File: config.mk
export PLATFORM = sky130hd
export DESIGN_NAME = serial_subtractor
export DESIGN_NICKNAME = d
export VERILOG_FILES = /design/src/rtl/serial_subtractor_pkg.sv /design/src/rtl/serial_subtractor_full_subtractor.sv /design/src/rtl/serial_subtractor.sv
export SDC_FILE = /design/constraint.sdc
export NUM_CORES = 1
export LEC_CHECK = 0
export CORE_ASPECT_RATIO = 0.7
export CORE_MARGIN = 3
export CORE_UTILIZATION = 32
export DETAILED_ROUTE_END_ITERATION = 7
export GPL_ROUTABILITY_DRIVEN = 0
export PLACE_DENSITY = 0.51
export SLEW_MARGIN = 20
export SYNTH_ARGS = -nofsm -noshare
export SYNTH_HDL_FRONTEND = slang
export SYNTH_SLANG_ARGS = --single-unit
export TNS_END_PERCENT = 1
File: constraint.sdc
create_clock -name clk -period 1.85 [get_ports clk]
set_input_delay 0.37 -clock clk [delete_from_list [all_inputs] [get_ports clk]]
set_output_delay 0.37 -clock clk [all_outputs]
set_load 0.01 [all_outputs]
File: src/rtl/serial_subtractor_pkg.sv
// Shared definitions for the bit-serial subtractor: FSM encoding and default operand width.
package serial_subtractor_pkg;

   localparam int DEFAULT_WIDTH = 8;

   typedef enum logic [1:0] {
      IDLE  = 2'd0,
      SHIFT = 2'd1,
      DONE  = 2'd2
   } state_t;

endpackage

File: src/rtl/serial_subtractor_full_subtractor.sv
// One-bit full subtractor: difference and borrow-out for x - y - bin.
module full_subtractor (
   input  logic x,
   input  logic y,
   input  logic bin,
   output logic d,
   output logic bout
);

   assign d    = x ^ y ^ bin;
   assign bout = (~x & y) | (~(x ^ y) & bin);

endmodule

File: src/rtl/serial_subtractor.sv
// Bit-serial subtractor: computes a-b one bit per clock, LSB first, reporting
// the difference, unsigned borrow and signed overflow with a one-cycle done pulse.
module serial_subtractor
   import serial_subtractor_pkg::*;
#(
   parameter int WIDTH = DEFAULT_WIDTH
) (
   input  logic             clk,
   input  logic             rst,
   input  logic             start,
   input  logic [WIDTH-1:0] a,
   input  logic [WIDTH-1:0] b,
   output logic             busy,
   output logic             done,
   output logic [WIDTH-1:0] diff,
   output logic             borrow,
   output logic             ovf
);

   localparam int             CW   = $clog2(WIDTH) + 1;
   localparam logic [CW-1:0] LAST = CW'(WIDTH - 1);

   state_t           r_state;
   state_t           w_nextState;

   logic [WIDTH-1:0] r_a;
   logic [WIDTH-1:0] r_b;
   logic [WIDTH-1:0] r_res;
   logic [WIDTH-1:0] r_diff;
   logic             r_aMsb;
   logic             r_bMsb;
   logic             r_bin;
   logic             r_borrow;
   logic             r_ovf;
   logic [CW-1:0]    r_cnt;

   logic             w_accept;
   logic             w_lastBit;
   logic             w_d;
   logic             w_bout;

   // Start is honoured only when no operation is in flight.
   assign w_accept  = start && (r_state != SHIFT);
   assign w_lastBit = (r_state == SHIFT) && (r_cnt == LAST);

   full_subtractor u_fullSub (
      .x    (r_a[0]),
      .y    (r_b[0]),
      .bin  (r_bin),
      .d    (w_d),
      .bout (w_bout)
   );

   always_ff @(posedge clk or posedge rst) begin
      if (rst) begin
         r_state <= IDLE;
      end else begin
         r_state <= w_nextState;
      end
   end

   always_comb begin
      w_nextState = r_state;
      case (r_state)
         IDLE:    if (start) w_nextState = SHIFT;
         SHIFT:   if (w_lastBit) w_nextState = DONE;
         DONE:    w_nextState = start ? SHIFT : IDLE;
         default: w_nextState = IDLE;
      endcase
   end

   always_comb begin
      busy = (r_state == SHIFT);
      done = (r_state == DONE);
   end

   // Difference bits enter from the MSB side so the word is aligned after WIDTH shifts;
   // published results only change on the final bit, so they hold through the next operation.
   always_ff @(posedge clk or posedge rst) begin
      if (rst) begin
         r_a      <= '0;
         r_b      <= '0;
         r_res    <= '0;
         r_aMsb   <= 1'b0;
         r_bMsb   <= 1'b0;
         r_bin    <= 1'b0;
         r_cnt    <= '0;
         r_diff   <= '0;
         r_borrow <= 1'b0;
         r_ovf    <= 1'b0;
      end else if (w_accept) begin
         r_a    <= a;
         r_b    <= b;
         r_res  <= '0;
         r_aMsb <= a[WIDTH-1];
         r_bMsb <= b[WIDTH-1];
         r_bin  <= 1'b0;
         r_cnt  <= '0;
      end else if (r_state == SHIFT) begin
         r_a   <= r_a >> 1;
         r_b   <= r_b >> 1;
         r_res <= {w_d, r_res[WIDTH-1:1]};
         r_bin <= w_bout;
         r_cnt <= r_cnt + CW'(1);
         if (w_lastBit) begin
            r_diff   <= {w_d, r_res[WIDTH-1:1]};
            r_borrow <= w_bout;
            r_ovf    <= (r_aMsb ^ r_bMsb) & (w_d ^ r_aMsb);
         end
      end
   end

   assign diff   = r_diff;
   assign borrow = r_borrow;
   assign ovf    = r_ovf;

endmodule

==> metrics <==
outcome=finished clean; Setup violations, final=0; Final Power=3.60 mW; number of buffer and inverter instances along the worst setup path=1; half-perimeter wire length after detailed placement=between 2 and 3 mm; CTS tree=done; overall routing resource usage=~11%; count of TritonRoute iterations in the first routing pass=4; number of synthesized flops with an enable pin=0; Setup TNS Final=0 ns; count of inserted antenna diode cells=0; arrival time reported for the critical path endpoint=approximately 1.4 ns; final period utilization=95.7%; initial DRC count=63; hold violation count in the final report=0; Die X=97.3 um; category of cells accounting for the largest share of critical-path delay=buffers and inverters; clock buffer depth=2; Detailed Route WL=3.50 mm; root cell of the clock tree=sky130_fd_sc_hd__clkbuf_8; worst hold slack after final layout=0.447 ns; number of warning messages in the yosys log=0; placeable core region=5420 um2; Slowest cell on crit path=sky130_fd_sc_hd__clkdlybuf4s50_1; delay contributed by the slowest stage of the critical path=0.55 ns; global-route wire length before repair=6.25 mm; Max VDD drop=approximately 0.5 mV; area share of the leading cell type in the synthesized netlist=56.3%; clock buffers created by TritonCTS=5; dpl cell area=2260 um2; cell type with the largest total area after synthesis=sky130_fd_sc_hd__dfrtp_1; syn avg cell area=11.4 um2; clock latency on the worst-skew pair=around 0.28 ns; top achievable clock speed=~560 MHz; fraction of the yosys area taken by sequential cells=about 56%; Crit. path cell count=2; fraction of final layout cells sized beyond drive strength 1=15.5%; multi-input combinational cell area=728 um2; height of the die=69.9 um; global-route congestion overflow total=0; RSZ-0062 raised after global routing=false; count of pins over their slew limit=0; most common cell after layout, fill and taps aside=sky130_fd_sc_hd__dfrtp_1; routed length per placed instance=12.8 um; initial antenna violation count=0; drt drc=0; count of nets after finishing=220; Setup CP Type=register to output pin; number of storage elements in the synthesis netlist=42; number of instances in the synthesized netlist=approximately 160; Max-cap violations=0; commonest cells after routing, fill and taps aside=42 x sky130_fd_sc_hd__dfrtp_1, 34 x sky130_fd_sc_hd__nand2_1, 29 x sky130_fd_sc_hd__clkdlybuf4s50_1; post-layout instance area=roughly 2400 um2; quantity of hold-fixing buffers added after cts=0; H-tree levels=2; buffers inserted during post-CTS setup optimization=0; most common flop cell mapped by yosys=sky130_fd_sc_hd__dfrtp_1; number of distinct library cell variants in the gate-level netlist after synthesis=23; Clock Sinks=42; dominant cells by area after synthesis=sky130_fd_sc_hd__dfrtp_1 56%, sky130_fd_sc_hd__mux2i_1 9.7%, sky130_fd_sc_hd__o21ai_0 7.2%, sky130_fd_sc_hd__nand2_1 6.8%, sky130_fd_sc_hd__mux2_4 6.4%; clock edge transition at the registers on the reported setup and hold paths=0.08 ns; area growth from synthesis to layout=27.1%; crit end category=output pin; Resized Gates After CTS=2; Startpoint Class=register; pin count of the biggest net entering global routing=43; share of synthesized registers carrying an async set or reset=100%; worst path cell trace=nor2b_2 -> clkdlybuf4s50_1; Vias/cell=about 4.5; post-route minimum period=1.77 ns; FF/Latch Area=about 1100 um2; row count=22; count of cells along the worst register-to-register path=5; total vias in the final route=1219; number of top-level design ports=31; areal power density over the cells=1520 nW/um2; effective utilization at floorplan=34.4%; fillers=513; ANT nets after route=0; vias in the first global route=1253; r2r setup slk=0.26 ns; transition time at the pin with the least slew margin=0.339 ns; hold crit path type=primary input to async pin; worst slew margin relative to its limit=a little under 80%; count of buffers from port buffering=30; peak fanout along the critical path=3; floorplan die area=6800 um2; Layout Skew=0.00315 ns; combined area of all synthesized cells=1870 um2; Synth Net Count=185; CP required=1.48 ns; static power due to leakage=1.06 nW
-- per-layer routing --
layer	part of all wire, %	global-route usage [%]	up-vias
met3	4.9	3.19	4
li1	-	-	621
met5	0	0	-
met2	44	17.5	25
met4	0.46	2.76	0
met1	50	15.4	569
-- metrics by stage --
step,setup WS [ns],cells,util (%)
2_1_floorplan,0.445,164,-
3_3_place_gp,0.230,264,41.7
3_5_place_dp,0.156,264,41.7
4_1_cts,0.00298,272,43.7
5_1_grt,0.0163,272,43.8
6_report,0.0795,272,43.8
-- state kept, by name (all words and copies together), names as in the netlist --
register	count
r_bMsb	1
r_bin	1
r_res	7
diff	8
r_b	8
r_a	8
r_state	2
r_cnt	4
r_aMsb	1
ovf	1
borrow	1
-- worst register-to-register path, delay by kind of cell (launching register included) --
| kind | cells | cell delay [ns] |
|---|---|---|
| fa+ha+maj | 1 | 0.22 |
| buf+inv | 1 | 0.25 |
| flops | 1 | 0.42 |
| mux | 1 | 0.36 |
| simple gates | 2 | 0.24 |
-- cell usage after synthesis, drive strengths merged (2+ instances only) --
| cell type | n |
|---|---|
| nand2 | 34 |
| buf | 8 |
| nor2 | 3 |
| nand2b | 2 |
| o21ai | 27 |
| dfrtp | 42 |
| mux2i | 18 |
| inv | 6 |
| clkbuf | 2 |
| mux2 | 12 |
| nand3 | 3 |
-- kinds of logic after synthesis --
logic type | synth area share (%)
adder cells (fa/ha/maj) | 1.74
buffers and inverters | 4.96
AND/OR/NAND/NOR | 10.1
AO/OA/AOI/OAI | 8.38
flip-flops | 56.3
multiplexers | 18.5
-- power by group --
group	total, mW	internal (mW)	switching, mW	leakage, nW
Combinational	1.32	0.705	0.617	0.485
Sequential	1.58	1.31	0.261	0.527
Clock	0.706	0.403	0.304	0.0514
-- final timing paths --
kind                                              from                  end
worst max-delay path            r_state[0]$_DFFE_PP0P_                 done
worst min-delay path                               rst  diff[7]$_DFFE_PP0P_
worst max register to register    r_cnt[0]$_DFFE_PP0P_  diff[6]$_DFFE_PP0P_
worst min register to register      r_a[2]$_DFFE_PP0P_   r_a[1]$_DFFE_PP0P_
max in group asynchronous                          rst   r_a[6]$_DFFE_PP0P_
min in group clk                    r_a[2]$_DFFE_PP0P_   r_a[1]$_DFFE_PP0P_
-- final cells by class --
cell class / count / area share [%]
Clock buffer: 6 / 3.06
Clock inverter: 2 / 1.58
Inverter: 6 / 0.949
Multi-Input combinational cell: 106 / 30.7
Sequential cell: 42 / 44.3
Tap cell: 72 / 3.80
Timing Repair Buffer: 38 / 15.7
No activity file was read; power rests on OpenSTA's default activity.
